--- src/rtl/ramp_samp_adc.sv ---
// Single-channel ramp-and-sample ADC controller: drives the ramp, counts clocks
// until the synchronised comparator trips (or full-scale), then holds the result.
module ramp_samp_adc #(
    parameter int WIDTH       = 8,
    parameter int SYNC_STAGES = 2
) (
    input  logic             clk,
    input  logic             reset,
    input  logic             run,
    input  logic             comp_in,
    output logic             ramp_on,
    output logic [WIDTH-1:0] count,
    output logic             valid,
    output logic             overflow,
    output logic             busy,
    output logic             done_pulse
);

    // A single-flop synchroniser is never safe, so shorter chains are widened to two.
    localparam int STAGES = (SYNC_STAGES < 2) ? 2 : SYNC_STAGES;
    localparam logic [WIDTH-1:0] FULL_SCALE = {WIDTH{1'b1}};

    localparam logic [1:0] S_IDLE = 2'd0;
    localparam logic [1:0] S_RAMP = 2'd1;
    localparam logic [1:0] S_DONE = 2'd2;

    logic [1:0]       r_state;
    logic [WIDTH-1:0] r_cnt;
    logic [WIDTH-1:0] r_count;
    logic             r_valid;
    logic             r_overflow;
    logic             r_done_pulse;
    logic             r_comp_prev;

    logic             w_comp_s;
    logic             w_trip;
    logic             w_full;

    genvar gi;
    generate
        for (gi = 0; gi < STAGES; gi++) begin : g_sync
            logic r_stage;
            if (gi == 0) begin : g_first
                always_ff @(posedge clk) begin
                    if (reset) begin
                        r_stage <= 1'b0;
                    end else begin
                        r_stage <= comp_in;
                    end
                end
            end else begin : g_next
                always_ff @(posedge clk) begin
                    if (reset) begin
                        r_stage <= 1'b0;
                    end else begin
                        r_stage <= g_sync[gi-1].r_stage;
                    end
                end
            end
        end
    endgenerate

    assign w_comp_s = g_sync[STAGES-1].r_stage;

    // comp_prev tracks comp_s every cycle, so on the IDLE->RAMP edge it already
    // holds the level present at arming; a comparator high at start cannot trip.
    assign w_trip = (r_state == S_RAMP) && w_comp_s && !r_comp_prev;
    assign w_full = (r_cnt == FULL_SCALE);

    always_ff @(posedge clk) begin
        if (reset) begin
            r_state      <= S_IDLE;
            r_cnt        <= '0;
            r_count      <= '0;
            r_valid      <= 1'b0;
            r_overflow   <= 1'b0;
            r_done_pulse <= 1'b0;
            r_comp_prev  <= 1'b0;
        end else begin
            r_comp_prev  <= w_comp_s;
            r_done_pulse <= 1'b0;
            if (!run) begin
                r_state    <= S_IDLE;
                r_cnt      <= '0;
                r_count    <= '0;
                r_valid    <= 1'b0;
                r_overflow <= 1'b0;
            end else begin
                case (r_state)
                    S_IDLE: begin
                        r_state <= S_RAMP;
                        r_cnt   <= '0;
                    end
                    S_RAMP: begin
                        // Trip takes priority over full-scale in the same cycle.
                        if (w_trip) begin
                            r_count      <= r_cnt;
                            r_valid      <= 1'b1;
                            r_done_pulse <= 1'b1;
                            r_state      <= S_DONE;
                        end else if (w_full) begin
                            r_count      <= FULL_SCALE;
                            r_overflow   <= 1'b1;
                            r_valid      <= 1'b1;
                            r_done_pulse <= 1'b1;
                            r_state      <= S_DONE;
                        end else begin
                            r_cnt <= r_cnt + 1'b1;
                        end
                    end
                    S_DONE: begin
                        r_state <= S_DONE;
                    end
                    default: begin
                        r_state <= S_IDLE;
                        r_cnt   <= '0;
                    end
                endcase
            end
        end
    end

    assign ramp_on    = (r_state == S_RAMP);
    assign busy       = ramp_on;
    assign count      = r_count;
    assign valid      = r_valid;
    assign overflow   = r_overflow;
    assign done_pulse = r_done_pulse;

endmodule

--- config.mk ---
export PLATFORM = sky130hd
export DESIGN_NAME = ramp_samp_adc
export DESIGN_NICKNAME = d
export VERILOG_FILES = /design/src/rtl/ramp_samp_adc.sv
export SDC_FILE = /design/constraint.sdc
export NUM_CORES = 1
export LEC_CHECK = 0
export CAP_MARGIN = 10
export CORE_MARGIN = 4
export CORE_UTILIZATION = 51
export DETAILED_ROUTE_END_ITERATION = 7
export PLACE_DENSITY_LB_ADDON = 0.1
export SYNTH_ARGS = -nofsm -noshare
export SYNTH_HDL_FRONTEND = slang
export SYNTH_SLANG_ARGS = --single-unit
--- constraint.sdc ---
create_clock -name clk -period 2.1 [get_ports clk]
set_clock_uncertainty 0.15 [all_clocks]
set_input_delay 0.21 -clock clk [delete_from_list [all_inputs] [get_ports clk]]
set_output_delay 0.21 -clock clk [all_outputs]
set_load 0.02 [all_outputs]
==> results of run 1 <==
==> worst max-delay path, stage by stage, from the launching register on <==
cell and delay (ns):
dfxtp_1 0.35, inv_1 0.08, ha_2 0.29, clkdlybuf4s50_1 0.64
==> state kept, by name (all words and copies together), names as in the netlist <==
register        cells
r_state             2
g_sync.r_stage      2
count               8
done_pulse          1
r_comp_prev         1
overflow            1
r_cnt               8
valid               1
==> metrics by stage <==
stage	instances	power (µW)	setup slack, ns	area (µm²)
2_1_floorplan	105	528	0.248	1070
3_3_place_gp	148	552	0.247	1270
3_5_place_dp	148	554	0.159	1270
4_1_cts	152	889	0.0469	1330
5_1_grt	152	908	0.00666	1330
6_report	152	879	0.0568	1330
==> Yosys cell counts (all sizes together) (2+ instances only) <==
| cell | count | area, µm² |
|---|---|---|
| dfxtp | 24 | 480 |
| inv | 4 | 15.0 |
| nand2 | 9 | 36.3 |
| a41oi | 2 | 17.5 |
| buf | 3 | 20.0 |
| clkbuf | 2 | 7.51 |
| o21a | 3 | 22.5 |
| o21ai | 2 | 10.0 |
| a311oi | 2 | 35.0 |
| a31o | 2 | 17.5 |
| nor2 | 7 | 26.3 |
| nand2b | 3 | 18.8 |
| o221a | 8 | 90.1 |
| mux2i | 2 | 20.0 |
| nand3 | 4 | 20.0 |
| ha | 4 | 50.1 |
| a21oi | 3 | 15.0 |
| nor2b | 4 | 25.0 |
| a31oi | 2 | 12.5 |
==> where the power goes <==
| part | leakage, µW | switching (µW) | internal [µW] |
|---|---|---|---|
| sequential | 0.000194 | 4.52 | 462 |
| clock | 0.0000279 | 142 | 193 |
| combinational | 0.000257 | 41.9 | 36.4 |
| total | 0.000479 | 188 | 691 |
==> cell families after synthesis <==
logic type / Yosys count / synth area share
adders and majority gates: 4 / 0.0468
DFF: 24 / 0.449
and+or+nand+nor: 38 / 0.208
AOI/OAI and AO/OA: 27 / 0.227
muxes: 3 / 0.0292
buffers and inverters: 9 / 0.0398
==> final cells by class <==
type                    instances  share of cell area
multi-input cells              72               0.413
flip-flops and latches         24               0.362
repair buffers                 21               0.149
well taps                      27              0.0254
clock inverters                 1              0.0226
clock buffers                   3              0.0169
inverters                       4              0.0113
==> path summary, 6_finish.rpt <==
check | startpoint | end | slack, ns
setup / recovery | r_state[1] | busy | 0.06
hold / removal | comp_in | g_sync[0].r_stage | 0.28
setup reg to reg | r_state[0] | r_cnt[6] | 0.21
hold reg to reg | g_sync[0].r_stage | g_sync[1].r_stage | 0.31
==> layer usage <==
metal / routed length [µm] / share of wire / vias up
li1: - / - / 435
met1: 979 / 0.45 / 396
met2: 983 / 0.45 / 41
met3: 142 / 0.066 / 9
met4: 57 / 0.026 / 0
met5: 0 / 0 / -
==> cell usage in the layout, fill, tap and decap left out, types with 2 or more instances in the layout <==
cell type	netlist	final
a31oi_1	2	2
o21a_1	3	3
ha_1	4	3
a31o_1	2	2
o21ai_0	2	2
o221a_2	8	8
mux2i_1	2	2
a41oi_1	2	2
clkbuf_4	0	3
nand2b_1	3	3
nor2b_1	4	4
nand3_1	4	4
inv_1	4	4
buf_4	2	5
a21oi_1	3	3
nor2_1	7	7
nand2_1	8	8
dfxtp_1	24	24
clkdlybuf4s50_1	0	16
==> results.md, run 1 <==
- Largest net degree at the start of global routing: 15
- Total GRT Usage: 0.170
- Worst Max-Slew Pin Slew: 0.452 ns
- Root Driver: clkbuf_4
- Site Rows: 16
- Number of global-route vias before repair: 849
- # diodes: 0
- DR pass1 iterations: 4
- Post-synth EDFFs: 0
- Worst Hold Slack: 0.279 ns
- Met2 usage: 0.270
- Synth Cell Area: 1070 µm²
- Die Area: 2890 µm²
- Clock Latency Late Sink: 0.32 ns
- Arrival time worst endpoint: 1.68 ns
- Period utilisation layout: 0.973
- H-tree depth: 1
- Vias: 881
- Fraction of registers with async set/reset: 0
- Fill count: 167
- Final Hold Fails: 0
- Crit Path Category: flop to output pin
- Final net count: 134
- Die height: 53.8 µm
- Util after Layout: 0.670
- Avg Synthesized Cell Area: 10.2 µm²
- Worst Hold Class: primary input to flop
- Reg clk slew, reported paths: 0.13 ns
- DRT iter0 DRCs: 23
- P_leak: 0.000479 µW
- Register area share after synthesis: 0.449
- Clk sinks: 24
- Synthesized flop and latch total: 24
- Mean number of vias per cell: 5.80
- Worst setup SP type: flop
- Final min period: 2.04 ns
- Maxcap violations: 0
- CTS tree: built
- Routed Antenna Nets: 0
- Number of distinct library cells after synthesis: 37
- Die width: 53.8 µm
- Max Fanout on Critical Path: 10
- M1 GR Usage: 0.218
- Main synth FF type: dfxtp_1
- Final setup fails: 0
- Slew Viols, Final: 0
- WP data required: 1.74 ns
- Core region area: 1980 µm²
- Share of cells above drive strength 1: 0.200
- CP Capture Type: output pin
- Inserted Clock Buffers: 3
- Antenna violations before repair: 0
- Post-Syn Instances: 105
- Top Usage Layer GRT: met2
- Reg2reg path depth: 6
- Max-slew headroom: 0.698
- FF+latch area: 480 µm²
- WL/cell: 14.2 µm
- Residual DRC: 0
- PortBufs: 16
- Synth Warn #: 0
- First-pass GRT wire length: 3.62 mm
- F_max: 0.489 GHz
- Maximum clock insertion buffer count: 2
- Status: finished clean
- IO Pins: 17
- Setup TNS: 0 ns
- Post-CTS Setup Bufs: 0
- PD cells: 662 nW/µm²
- Post-CTS Hold Fix Bufs: 0
- GRT Residual Overflow: 0
- RSZ-0062 raised after global routing: no
- Hpwl dp: 1.61 mm
- Initial Util: 0.540
- Syn-to-layout area delta: 24.2%
- Syn nets: 113
- Met3 GRT Util: 0.0249
- GPL Wtd Cong: 0.909
- # resized after CTS: 1
- Multi-input gate area: 549 µm²
- Total routed wirelength: 2.16 mm
- Maximum VDD drop: 533 µV
- Hold path depth: 2
Power figures use the tool's default switching activity.
==> run 2, diff against run 1 <==
--- a/config.mk
+++ b/config.mk
@@ -5,9 +5,10 @@
 export SDC_FILE = /design/constraint.sdc
 export NUM_CORES = 1
 export LEC_CHECK = 0
+export ABC_AREA = 1
 export CAP_MARGIN = 10
 export CORE_MARGIN = 4
-export CORE_UTILIZATION = 51
+export CORE_UTILIZATION = 52
 export DETAILED_ROUTE_END_ITERATION = 7
 export PLACE_DENSITY_LB_ADDON = 0.1
 export SYNTH_ARGS = -nofsm -noshare
==> run 2 against run 1 <==
Effect of this change: via count rose by 16%; sequential share of layout area is 2.4 points lower; first-iteration DRC count shrank 30%; setup slack better by 0.37 ns; register-to-register slack improved by 0.22 ns; area after synthesis is 9.6% higher; largest power group unchanged; critical path depth up 6; wire length increased by 12%; final cell count is 36% higher; power rose by 0.72%; critical endpoint is now count[1]; design area grew 7.1%.
==> results.md, run 2 <==
- Mean number of vias per cell: 4.94 (-15%)
- Die Area: 3080 µm² (+6.3%)
- Most frequent cell after synthesis: nand2_1
- Root Driver: clkbuf_4
- Avg Synthesized Cell Area: 7.33 µm² (-28%)
- Maximum clock insertion buffer count: 2 (unchanged)
- Yosys top cell area share: 0.410 (-0.0393)
- Maxcap violations: 0 (unchanged)
- Residual DRC: 0 (unchanged)
- Vias: 1018 (+16%)
- Register area share after synthesis: 0.410 (-0.0393)
- WP data required: 2.18 ns (+0.44 ns)
- Post-Syn Instances: 160 (+52%)
- Setup TNS: 0 ns (unchanged)
- Worst-path cell chain: inv_1 -> ha_2 -> nand2_2 -> nor2_8 -> inv_2 -> nor2_1 -> nor2_1 -> o21ai_1 -> inv_1
- Reg clk slew, reported paths: 0.14 ns (about the same)
- H-tree depth: 1 (unchanged)
- Period utilisation layout: 0.797 (-0.176)
- Largest net degree at the start of global routing: 17 (+2)
- Synth Warn #: 0 (unchanged)
- First-pass GRT wire length: 4.37 mm (+21%)
- Max-slew headroom: 0.691 (-0.00701)
- Routed Antenna Nets: 0 (unchanged)
- CP Capture Type: flop
- GPL Wtd Cong: 0.892 (-1.9%)
- Core region area: 2040 µm² (+3.0%)
- Largest area contributor in the netlist: dfxtp_1
- Most frequent cells in the layout: nand2_1, inv_1, dfxtp_1
- CTS tree: built
- Share of cells above drive strength 1: 0.128 (-0.0715)
- # diodes: 0 (unchanged)
- Final Hold Fails: 0 (unchanged)
- Maximum VDD drop: 543 µV (+1.9%)
- Antenna violations before repair: 0 (unchanged)
- Crit Path Category: flop to flop
- IO Pins: 17 (unchanged)
- Slew Viols, Final: 0 (unchanged)
- Inserted Clock Buffers: 3 (unchanged)
- Synthesized flop and latch total: 24 (unchanged)
- Worst Max-Slew Pin Slew: 0.463 ns (+0.0105 ns)
- Synth cell count leaders: nand2_1, inv_1, dfxtp_1
- Post-CTS Hold Fix Bufs: 0 (unchanged)
- Initial Util: 0.574 (+0.0344)
- GRT Residual Overflow: 0 (unchanged)
- Die height: 55.5 µm (+3.1%)
- Syn nets: 168 (+49%)
- Util after Layout: 0.697 (+0.0262)
- RSZ-0062 raised after global routing: no
- PD cells: 623 nW/µm² (-5.9%)
- F_max: 0.598 GHz (+22%)
- Hpwl dp: 1.84 mm (+14%)
- Fraction of registers with async set/reset: 0 (unchanged)
- Final min period: 1.67 ns (-0.370 ns)
- Main synth FF type: dfxtp_1
- Number of global-route vias before repair: 1044 (+23%)
- Site Rows: 16 (unchanged)
- P_leak: 0.000650 µW (+36%)
- Synth top area cells: dfxtp_1, nand2_1, inv_1, nor2_1, a21oi_1
- Slowest CP cell: dfxtp_1
- Final setup fails: 0 (unchanged)
- Total GRT Usage: 0.172 (+0.00192)
- Fill count: 192 (+15%)
- Arrival time worst endpoint: 1.76 ns (+0.08 ns)
- PortBufs: 16 (unchanged)
- Max Fanout on Critical Path: 8 (-2)
- Number of distinct library cells after synthesis: 21 (-43%)
- Clock Latency Late Sink: 0.32 ns (about the same)
- Worst Hold Class: primary input to flop
- Post-synth EDFFs: 0 (unchanged)
- Status: finished clean
- Synth Cell Area: 1170 µm² (+9.6%)
- Commonest non-fill, non-tap cell in the layout: nand2_1
- WL/cell: 11.7 µm (-18%)
- DRT iter0 DRCs: 16 (-30%)
- Total routed wirelength: 2.41 mm (+12%)
- Die width: 55.5 µm (+3.1%)
- Worst path max stage delay: 0.36 ns (-0.28 ns)
- Syn-to-layout area delta: 21.3%
- Final net count: 188 (+40%)
- DR pass1 iterations: 4 (unchanged)
- Worst setup SP type: flop
- Clk sinks: 24 (unchanged)
## run 2: cell types whose count changed after synthesis, sizes merged, moves of 3 or more
cell	delta
o21a	-3
nand2b	-3
nand3	+6
nand2	+26
inv	+25
nor2	+23
o21ai	+7
a21oi	+11
nor2b	-4
o221a	-8
## run 2: stage by stage
stage                     worst slack, ns  power, µW  hold slack, ns  cell area [µm²]  std cells
after floorplan                     0.424        532           0.131             1170        160
after CTS                          0.0473        892           0.241             1420        206
after global routing                0.284        919           0.257             1420        206
after detailed placement            0.315        558           0.245             1360        202
after global placement              0.355        555           0.241             1360        202
final                               0.427        886           0.244             1420        206
## run 2: final cells by class
cell class                      count  area [µm²]  share of cell area
Clock buffer                        3        22.5              0.0158
Tap cell                           27        33.8              0.0237
Inverter                           29         109              0.0765
Timing Repair Buffer               17         173               0.121
Multi-Input combinational cell    105         574               0.404
Sequential cell                    24         480               0.338
Clock inverter                      1        30.0              0.0211
## run 2: layer usage
layer  track usage  share of wire  wire, µm  vias to the layer above
met1         0.229           0.49      1180                      460
li1              -              -         -                      536
met3        0.0303          0.024        57                        4
met2         0.277           0.47      1140                       18
met4        0.0625          0.013        32                        0
met5             0              0         0                        -
## run 2: worst max-delay path, delay by kind of cell, from the launching register on
| kind | cells | cell delay, ns |
|---|---|---|
| compound gates | 1 | 0.13 |
| fa+ha+maj | 1 | 0.29 |
| buf+inv | 3 | 0.23 |
| flops | 1 | 0.36 |
| simple gates | 4 | 0.44 |
## run 2: what timing repair did
action | in CTS | in global routing
buffers inserted | 0 | 0
endpoints found under the setup margin | 2 | 2
gates resized for setup | 1 | 2
pin swaps | 0 | 0
## run 2: logic make-up (layout without fill, tap and decap cells)
logic type                 Yosys count  after routing  share of synthesized area
and+or+nand+nor                     77             77                      0.332
buffers and inverters               31             50                      0.102
DFF                                 24             24                      0.410
AOI/OAI and AO/OA                   24             24                      0.113
adders and majority gates            4              4                     0.0427
## run 2: final timing paths
| path | from | end | slack (ns) | cells past startpoint |
|---|---|---|---|---|
| setup reg to reg | r_state[1] | count[1] | 0.43 | 9 |
| setup / recovery | r_state[1] | count[1] | 0.43 | 9 |
| hold / removal | comp_in | g_sync[0].r_stage | 0.24 | 3 |
| hold reg to reg | g_sync[0].r_stage | g_sync[1].r_stage | 0.26 | 2 |
## run 2: power breakdown
part	switching (µW)	internal [µW]
registers	5.52	462
logic	49.5	32.2
clock network	144	193
==> run 3, diff against run 2 <==
==> constraint.sdc (replaced) <==
create_clock -name clk -period 1.7 [get_ports clk]
set_clock_uncertainty 0.15 [all_clocks]
set_input_delay 0.17 -clock clk [delete_from_list [all_inputs] [get_ports clk]]
set_output_delay 0.17 -clock clk [all_outputs]
set_load 0.02 [all_outputs]
==> run 3 against run 2 <==
Effect of this change: non-clock buffer count up 5; critical endpoint is now r_cnt[1]; largest cell class unchanged; setup slack worse by 0.37 ns; clock power up 24%; sequential cell count unchanged; first-iteration DRC count up 130%; fmax up 2.0%; clock-buffer cell count unchanged.
==> results.md, run 3 (synthesized netlist as in run 2, its figures left out) <==
- Site Rows: 16 (unchanged)
- Total routed wirelength: 2.60 mm (+7.7%)
- DRT iter0 DRCs: 37 (+21)
- F_max: 0.610 GHz (+2.0%)
- Crit Path Category: flop to flop
- Initial Util: 0.574 (unchanged)
- Clock Latency Late Sink: 0.32 ns (about the same)
- Worst Hold Class: primary input to flop
- Worst Max-Slew Pin Slew: 0.231 ns (-0.231 ns)
- Max-slew headroom: 0.845 (+0.154)
- WL/cell: 12.3 µm (+5.2%)
- # diodes: 0 (unchanged)
- Final Hold Fails: 0 (unchanged)
- Final net count: 193 (+2.7%)
- CP Capture Type: flop
- Status: finished clean
- Final min period: 1.64 ns (-0.0331 ns)
- Root Driver: clkbuf_4
- Setup WS pre-CTS: 0.0781 ns (-0.236 ns)
- Worst Setup SP: r_state[1]
- Arrival time worst endpoint: 1.76 ns (about the same)
- Final setup fails: 0 (unchanged)
- Core region area: 2040 µm² (unchanged)
- Share of cells above drive strength 1: 0.179 (+0.0509)
- Syn-to-layout area delta: 26.0%
- Maximum VDD drop: 684 µV (+26%)
- Worst setup margin: 0.0603 ns (-0.367 ns)
- PortBufs: 16 (unchanged)
- P_leak: 0.000657 µW (+1.2%)
- Final Power: 1110 µW (+25%)
- R2R setup slack: 0.06 ns (-0.37 ns)
- Die width: 55.5 µm (unchanged)
- Antenna violations before repair: 0 (unchanged)
- Vias: 1075 (+5.6%)
- GRT Residual Overflow: 0 (unchanged)
- Worst Hold Slack: 0.199 ns (-0.0451 ns)
- Period utilisation layout: 0.965 (+0.168)
- WP data required: 1.82 ns (-0.36 ns)
- Slew Viols, Final: 0 (unchanged)
- GPL Wtd Cong: 0.841 (-5.7%)
- Finished Layout Cells: 211 (+2.4%)
- Crit Reg-Reg Startpoint: r_state[1]
- H-tree depth: 1 (unchanged)
- Number of global-route vias before repair: 1089 (+4.3%)
- CTS tree: built
- Residual DRC: 0 (unchanged)
- Die Area: 3080 µm² (unchanged)
- Max Fanout on Critical Path: 4 (-4)
- Hpwl dp: 1.91 mm (+3.4%)
- First-pass GRT wire length: 4.75 mm (+8.7%)
- DR pass1 iterations: 5 (+1)
- Reg clk slew, reported paths: 0.13 ns (about the same)
- Clk sinks: 24 (unchanged)
- Worst setup SP type: flop
- Routed Antenna Nets: 0 (unchanged)
- Commonest non-fill, non-tap cell in the layout: nand2_1
- IO Pins: 17 (unchanged)
- Hold path start: comp_in
- Inserted Clock Buffers: 3 (unchanged)
- PD cells: 749 nW/µm² (+20%)
- Most frequent cells in the layout: nand2_1, inv_1, nor2_1
- Mean number of vias per cell: 5.09 (+3.1%)
- Placed cell count: 205 (+1.5%)
- Post-CTS Hold Fix Bufs: 0 (unchanged)
- Largest net degree at the start of global routing: 15 (-2)
- Setup TNS: 0 ns (unchanged)
- Maxcap violations: 0 (unchanged)
- Maximum clock insertion buffer count: 2 (unchanged)
- Total GRT Usage: 0.189 (+0.0166)
- Die height: 55.5 µm (unchanged)
-- run 3: area by class of cell --
| class | count | area, µm² |
|---|---|---|
| Inverter | 29 | 109 |
| Tap cell | 27 | 33.8 |
| Sequential cell | 24 | 487 |
| Fill cell | 168 | 564 |
| Multi-Input combinational cell | 105 | 581 |
| Clock inverter | 1 | 30.0 |
| Clock buffer | 3 | 22.5 |
| Timing Repair Buffer | 22 | 215 |
-- run 3: routing by layer --
layer	routed length [µm]	vias to the layer above	global-route usage
met4	33	0	0.101
met1	1160	493	0.244
met3	159	4	0.0396
li1	-	542	-
met2	1240	36	0.291
met5	0	-	0
-- run 3: timing repair --
action                     4_1_cts  5_1_grt
resized for setup                2        7
setup endpoints to repair        2        9
pin swaps                        0        1
hold endpoints to repair         0        0
buffers inserted                 0        2
gates cloned                     0        0
-- run 3: where the power goes --
| group | total [µW] | leakage [µW] | switching (µW) | internal, µW |
|---|---|---|---|---|
| clock network | 417 | 0.0000279 | 178 | 239 |
| registers | 576 | 0.000196 | 7.04 | 569 |
| logic | 114 | 0.000434 | 64.5 | 49.7 |
| total | 1110 | 0.000657 | 250 | 858 |
-- run 3: worst paths after layout --
check                                    endpoint  cells past startpoint
worst max register to register           r_cnt[1]                      9
worst min-delay path            g_sync[0].r_stage                      3
worst min register to register  g_sync[1].r_stage                      2
worst max-delay path                     r_cnt[1]                      9
-- run 3: worst max-delay path, cell delays in order (launching register included) --
cell     delay, ns
dfxtp_2       0.35
inv_1         0.08
ha_2          0.20
buf_4         0.15
inv_2         0.07
a21oi_4       0.16
nand2_2       0.11
nor2_2        0.12
nand2_1       0.08
a21oi_2       0.10
-- run 3: through the flow --
step	utilization	instance area [µm²]
final	0.724	1480
after floorplan	-	1170
after CTS	0.709	1450
after global placement	0.684	1400
after global routing	0.724	1480
after detailed placement	0.684	1400
